[config.mk]
export PLATFORM = sky130hd
export DESIGN_NAME = fir_filter_param
export DESIGN_NICKNAME = d
export VERILOG_FILES = /design/src/rtl/fir_filter_param.sv
export SDC_FILE = /design/constraint.sdc
export NUM_CORES = 1
export LEC_CHECK = 0
export CAP_MARGIN = 30
export CORE_ASPECT_RATIO = 0.75
export CORE_MARGIN = 3
export CORE_UTILIZATION = 30
export CTS_CLUSTER_DIAMETER = 30
export CTS_CLUSTER_SIZE = 12
export DETAILED_ROUTE_END_ITERATION = 8
export GPL_ROUTABILITY_DRIVEN = 0
export SLEW_MARGIN = 10
export SYNTH_ARGS = -nofsm -noshare
export SYNTH_HDL_FRONTEND = slang
export SYNTH_SLANG_ARGS = --single-unit
[constraint.sdc]
create_clock -name clk -period 6.3 [get_ports clk]
set_input_delay 1.26 -clock clk [delete_from_list [all_inputs] [get_ports clk]]
set_output_delay 1.26 -clock clk [all_outputs]
set_load 0.01 [all_outputs]
[src/rtl/fir_filter_param.sv]
// ---------------------------------------------------------------------------
// fir_filter_param
//
// Streaming, unsigned, parametrised FIR filter with run-time programmable
// coefficients. Each accepted sample forms a window w[0..TAPS-1]
// (w[0] = current sample, w[k] = k-th previously accepted sample).
// Stage 1 registers the per-tap products, and stage 2 sums and saturates them.
// Results start only once TAPS real samples are in the window.
//
// Handshake: x is consumed on every rising clk edge where x_valid=1; there is
// no back-pressure. y_valid is a one-cycle strobe, two edges after the
// accepting edge, and y holds its value between strobes.
//
// Ports
//   clk        in   system clock, rising edge
//   rst        in   asynchronous, active-high reset
//   x          in   DATA_W-bit unsigned input sample
//   x_valid    in   sample strobe
//   flush      in   synchronous clear of delay line and warm-up state
//   coef_we    in   coefficient write enable
//   coef_addr  in   tap index to write (0 = current sample)
//   coef_data  in   coefficient value
//   y          out  OUT_W-bit saturated filter result (registered)
//   y_valid    out  one-cycle strobe marking a new y
//   ovf        out  sticky saturation flag, cleared only by rst
// ---------------------------------------------------------------------------
module fir_filter_param #(
    parameter int DATA_W = 4,
    parameter int TAPS   = 4,
    parameter int COEF_W = 4,
    parameter int OUT_W  = 12
) (
    input  logic                      clk,
    input  logic                      rst,
    input  logic [DATA_W-1:0]         x,
    input  logic                      x_valid,
    input  logic                      flush,
    input  logic                      coef_we,
    input  logic [$clog2(TAPS)-1:0]   coef_addr,
    input  logic [COEF_W-1:0]         coef_data,
    output logic [OUT_W-1:0]          y,
    output logic                      y_valid,
    output logic                      ovf
);

    localparam int AW     = $clog2(TAPS);
    localparam int CNT_W  = $clog2(TAPS);
    localparam int PROD_W = DATA_W + COEF_W;
    localparam int ACC_W  = PROD_W + $clog2(TAPS) + 1;
    // The sum is kept at least one bit wider than y, so the saturation
    // compare works uniformly even when OUT_W exceeds the natural
    // accumulator width.
    localparam int SUM_W  = (ACC_W > OUT_W) ? ACC_W : OUT_W + 1;

    localparam logic [CNT_W-1:0] FILL_MAX = CNT_W'(TAPS - 1);
    localparam logic [AW:0]      TAPS_L   = (AW + 1)'(TAPS);
    localparam logic [SUM_W-1:0] Y_MAX    = {{(SUM_W - OUT_W){1'b0}}, {OUT_W{1'b1}}};

    // Programmable coefficients
    logic [COEF_W-1:0] coef_q [TAPS];

    // Previously accepted samples: dl_q[k] holds w[k+1]
    logic [DATA_W-1:0] dl_q [TAPS-1];
    logic [CNT_W-1:0]  fill_q;

    // Stage 1 registers
    logic [PROD_W-1:0] p_q [TAPS];
    logic              v1_q;

    // Stage 2 / output registers
    logic [OUT_W-1:0]  y_q;
    logic              y_valid_q;
    logic              ovf_q;

    // Combinational next-state terms
    logic [DATA_W-1:0] w_c   [TAPS];
    logic [PROD_W-1:0] p_d   [TAPS];
    logic [SUM_W-1:0]  sum_c;
    logic [OUT_W-1:0]  y_d;
    logic              sat_d;
    logic              primed_c;
    logic              addr_ok_c;

    assign primed_c  = (fill_q == FILL_MAX);
    assign addr_ok_c = ({1'b0, coef_addr} < TAPS_L);

    // Current window and products, using the coefficients in force before
    // this edge so that a same-edge coefficient write is not seen yet.
    always_comb begin
        w_c[0] = x;
        for (int k = 1; k < TAPS; k++) begin
            w_c[k] = dl_q[k-1];
        end
        for (int k = 0; k < TAPS; k++) begin
            p_d[k] = PROD_W'(coef_q[k]) * PROD_W'(w_c[k]);
        end
    end

    // Stage 2 adder tree and saturation
    always_comb begin
        sum_c = '0;
        for (int k = 0; k < TAPS; k++) begin
            sum_c = sum_c + SUM_W'(p_q[k]);
        end
        sat_d = (sum_c > Y_MAX);
        y_d   = sat_d ? {OUT_W{1'b1}} : sum_c[OUT_W-1:0];
    end

    always_ff @(posedge clk or posedge rst) begin
        if (rst) begin
            for (int k = 0; k < TAPS; k++) begin
                coef_q[k] <= (k == 0) ? COEF_W'(2) : COEF_W'(1);
                p_q[k]    <= '0;
            end
            for (int k = 0; k < TAPS - 1; k++) begin
                dl_q[k] <= '0;
            end
            fill_q    <= '0;
            v1_q      <= 1'b0;
            y_q       <= '0;
            y_valid_q <= 1'b0;
            ovf_q     <= 1'b0;
        end else begin
            if (coef_we && addr_ok_c) begin
                coef_q[coef_addr] <= coef_data;
            end

            // Flush wins over a same-edge sample, which is dropped.
            // Stage 2 below still completes whatever v1_q already holds.
            if (flush) begin
                for (int k = 0; k < TAPS - 1; k++) begin
                    dl_q[k] <= '0;
                end
                fill_q <= '0;
                v1_q   <= 1'b0;
            end else if (x_valid) begin
                dl_q[0] <= x;
                for (int k = 1; k < TAPS - 1; k++) begin
                    dl_q[k] <= dl_q[k-1];
                end
                if (!primed_c) begin
                    fill_q <= fill_q + CNT_W'(1);
                end
                for (int k = 0; k < TAPS; k++) begin
                    p_q[k] <= p_d[k];
                end
                v1_q <= primed_c;
            end else begin
                v1_q <= 1'b0;
            end

            if (v1_q) begin
                y_q       <= y_d;
                y_valid_q <= 1'b1;
                ovf_q     <= ovf_q | sat_d;
            end else begin
                y_valid_q <= 1'b0;
            end
        end
    end

    assign y       = y_q;
    assign y_valid = y_valid_q;
    assign ovf     = ovf_q;

endmodule

== Yosys cells after proc, flatten, opt, wreduce, memory -nomap -nowiden ==
Cells that the tools add are included.
Operators by class
  add/sub/neg operators: 4
  mux-type cells: 12
  magnitude comparators: 3
  equal/unequal tests: 2
  reduce and logical (&&, ||, !) cells: 4
  bitwise logic cells: 3
  $mul: 4
Operators with widths (number)
  two-way mux 12 bit: 3
  multiplier 4 x 4 -> 8 bit: 4
  bitwise mux 16 bit: 1
  > comparator 11 x 12 -> 1 bit, second input constant: 1
  adder 10 x 8 -> 11 bit: 1
  adder 9 x 8 -> 10 bit: 1
  adder 8 x 8 -> 9 bit: 1
  demux 4 bit (select 2 bit): 1
  two-way mux 2 bit: 3
  two-way mux 4 bit: 1
  AND reduction 2 bit: 2
  greater-or-equal comparator 3 bit, second input constant: 1
  < comparator 3 x 1 -> 1 bit, second input constant: 1
  two-way mux 1 bit: 3
  NOT 2 -> 3 bit: 1
  adder 2 x 1 -> 2 bit, second input constant: 1
  == test 2 bit, second input constant: 1
  inequality test 2 bit, second input constant: 1
  nonzero test 2 bit: 1
  logical AND 1 bit: 1
  NOT 1 bit: 1
  OR 1 bit: 1
Storage, ports and cells
  logic and storage cells: 48
  bits of input ports: 15
  register bits: 77
  output and inout port bits: 14

== Logic depth before layout (Yosys ltp) ==
  depth in word-level cells: 6
  gate-level depth with buffers: 10
  depth with buffers taken out: 10

== Least setup slack after synthesis ==
OpenSTA, ideal clock, no wires.
  path type: input port to flip-flop
  start: in x[3]
  end: reg p_q[30] (netlist bit)
  library setup time: 0.127 ns
  path buffers: 0
  cell stages on the path: 9
  slack: 2.773 ns
  required time: 6.173 ns
  arrival: 3.400 ns
  path through: nand2_1 -> fa_1 -> inv_1 -> fa_1 -> fa_1 -> a21o_1 -> a21oi_1 -> xor2_1 -> o21ai_0
On the way
  longest elaborated chain between the ends: 1
Ends and longest elaborated chain
  from (decl): line 35  | input logic [DATA_W-1:0] x,
  multiplier 4 x 4 -> 8 bit: line 95  | p_d[k] = PROD_W'(coef_q[k]) * PROD_W'(w_c[k]);
  to (signal, indexed assignment): line 145  | p_q[k] <= p_d[k];
  to (decl): line 67  | logic [PROD_W-1:0] p_q [TAPS];
No other way between the ends.
A chain may end at the register's enable or synchronous reset.

== Worst setup path in the final report ==
Ends and elaborated chain as after synthesis.

==> key figures <==
Power and ir drop
  – P per Cell Area: 285 nW/um^2
  – Largest vdd supply drop: 0.000128 V
  – Power Total: 1.77 mW
  – Leakage Power: 3.14 nW

Layout
  – Non-filler cells, final: 768
  – Utilization after layout: 36.0%
  – Register area: 1860 um^2
  – Share of layout cells above drive strength 1: 11.1%
  – Fillers: 1,738
  – Highest-count cells in the layout ignoring fill and taps: dfrtp_1 (70), ha_1 (58), and2_1 (48), inv_1 (47), nand2_1 (36)
  – Synth-to-layout area growth: 14.9%
  – Commonest non-fill, non-tap cell in the layout: dfrtp_1
  – Nets: 633
  – Multi-input logic area: 3270 um^2
  – N_diodes: 0
  – Final Cell Area: 6200 um^2

GRT
  – Largest net degree at the start of global routing: 75
  – Vias in the first global route: 3,615
  – GRT Total Usage: 11.6%
  – Initial antenna violation count: 0
  – First-pass GRT wire length: 18,100 um
  – Total grt overflow: 0

Place
  – DP Wirelength: 8370 um
  – Port buffer count: 25
  – Post-place setup slack: 1.98 ns
  – Area post-placement: 5860 um^2
  – Dpl cells: 752

Critical path
  – Worst path max stage delay: 0.57 ns
  – Slowest CP cell: clkdlybuf4s50_1
  – Crit path DAT: 4.15 ns
  – Worst-path cell chain: clkdlybuf4s50_1 > nand2_1 > fa_1 > inv_1 > fa_1 > fa_1 > a21o_1 > a21oi_1 > xor2_1 > o21ai_0
  – Nature of the critical path endpoint: register
  – Critical setup path kind: input pin to register
  – Setup crit start: x[3]
  – Flop2flop setup slack: 3.22 ns
  – Critical Path Fanout Max: 5
  – Worst r2r src: coef_q[4]
  – CP most frequent cell: fa_1
  – Critical path launch point type: input pin
  – CP required: 6.50 ns

Floorplanning
  – Core Area: 17,200 um^2
  – Starting Density: 31.3%
  – Die H: 122 um
  – Die Area: 19,700 um^2
  – Row count: 41
  – I/O pin cnt: 29
  – Die X: 161 um

Drt
  – Routed WL per cell: 13.7 um
  – Via count: 3,408
  – Initial drt markers: 91
  – Drt pass-1 iters: 4
  – Vias per cell: 4.44
  – # DRC: 0
  – ANT nets after route: 0
  – Final WL: 10,500 um

Timing
  – Slew @ Worst Pin: 0.941 ns
  – Total Neg Setup Slack: 0 ns
  – Pins Over Slew Limit: 0
  – Tmin final: 3.95 ns
  – Final worst-path cycle share: 62.7%
  – Achievable Freq: 253 MHz
  – RSZ-0062 raised after global routing: no
  – Fin worst setup slack: 2.35 ns
  – Final setup viols: 0
  – Final-report hold violation count: 0
  – Fin Hold WS: 0.477 ns
  – Worst clock skew: 0.00539 ns
  – Rel. slew slack: 37.0%

Clock tree
  – CTS Buf Count: 9
  – H-Tree Depth: 3
  – Clock-pin transition on the worst setup and hold timing paths: 0.06 ns
  – CTS Buffer Depth: 2
  – CTS tree: built
  – Clk_lat worst skew: 0.34 ns
  – Hold-fix buffers, CTS: 0
  – Post_cts resized: 0
  – Setup Fix Bufs, Post-CTS: 0
  – CTS root buf: clkbuf_16
  – Sink Count: 74

Synth
  – Mean Syn Cell Area: 10.7 um^2
  – Seq/Total Area, Yosys: 34.4%
  – Yosys warnings: 0
  – Synthesized area: 5400 um^2
  – Async set-or-reset flop fraction in the synthesized netlist: 100%
  – FF+latch count, synth: 74
  – EDFF count, synth: 0
  – Top_reg_cell synth: dfrtp_1
  – Instance count of the mapped netlist: 503
  – Synth unique cells: 36

Flow run
  – Maxcap violations: 0

Worst hold path
  – Hold Crit Class: register to register
  – HP Start: p_q[15]

Run status
  – Outcome: finished, final reports clean
sequential cells by signal, summed over array words and instances, names as in the netlist:
signal / cells
p_q: 32
coef_q: 16
dl_q: 12
y: 10
fill_q: 2
v1_q: 1
y_valid: 1
power by group:
part / total (mW) / switching (mW) / internal (mW) / leakage, nW
sequential: 0.629 / 0.0704 / 0.559 / 0.956
combinational: 0.589 / 0.310 / 0.279 / 2.03
clock: 0.552 / 0.205 / 0.347 / 0.152
critical path: cells and delay by family:
kind / cells / cell delay (ns)
AOI/OAI and AO/OA: 3 / 0.44
xor gates and xnor gates: 1 / 0.15
and+or+nand+nor: 1 / 0.11
buffers and inverters: 2 / 0.62
adders and majority gates: 3 / 1.56
Yosys cell counts, drive strengths merged, types with 7 or more instances:
| cell | instances | area [um^2] |
|---|---|---|
| fa | 32 | 641 |
| inv | 48 | 180 |
| mux2 | 32 | 394 |
| nand2 | 36 | 135 |
| xnor2 | 7 | 61.3 |
| nor2 | 28 | 105 |
| o21ai | 31 | 159 |
| mux2i | 20 | 200 |
| buf | 13 | 90.1 |
| dfrtp | 70 | 1750 |
| a21oi | 17 | 85.1 |
| a211oi | 8 | 65.1 |
| xor2 | 16 | 140 |
| ha | 58 | 726 |
| a21o | 10 | 75.1 |
| and2 | 48 | 300 |
final cells by class:
cell class | instances | share of cell area (%)
Clock buffer | 9 | 3.63
Clock inverter | 6 | 1.45
Inverter | 48 | 2.90
Multi-Input combinational cell | 368 | 52.7
Sequential cell | 74 | 29.9
Tap cell | 236 | 4.76
Timing Repair Buffer | 27 | 4.60
routing by layer:
metal	global-route usage (%)	wire (um)	share of wire, %	up-vias
li1	-	-	-	1724
met1	16.7	5870	56	1639
met2	17.1	4230	40	34
met3	3.16	336	3.2	11
met4	2.96	108	1.0	0
met5	0	0	0	-
worst paths after layout:
check | depth (start not counted) | endpoint
setup / recovery | 10 | p_q[30]
hold / removal | 2 | p_q[15]
setup reg to reg | 9 | p_q[14]
hold reg to reg | 2 | p_q[15]
max in group asynchronous | 4 | coef_q[13]
min in group asynchronous | 3 | y[7]
logic make-up (layout without fill, tap and decap cells):
logic type / after synthesis / count (layout) / share of synthesized area, %
simple gates: 125 / 125 / 11.8
flops: 74 / 74 / 34.4
other cells: 1 / 3 / 0.0695
xor+xnor: 23 / 23 / 3.73
compound gates: 75 / 75 / 8.51
mux: 52 / 52 / 11.0
fa+ha+maj: 90 / 90 / 25.3
buf+inv: 63 / 90 / 5.14
Note: power is estimated with default switching activity, not from simulation.
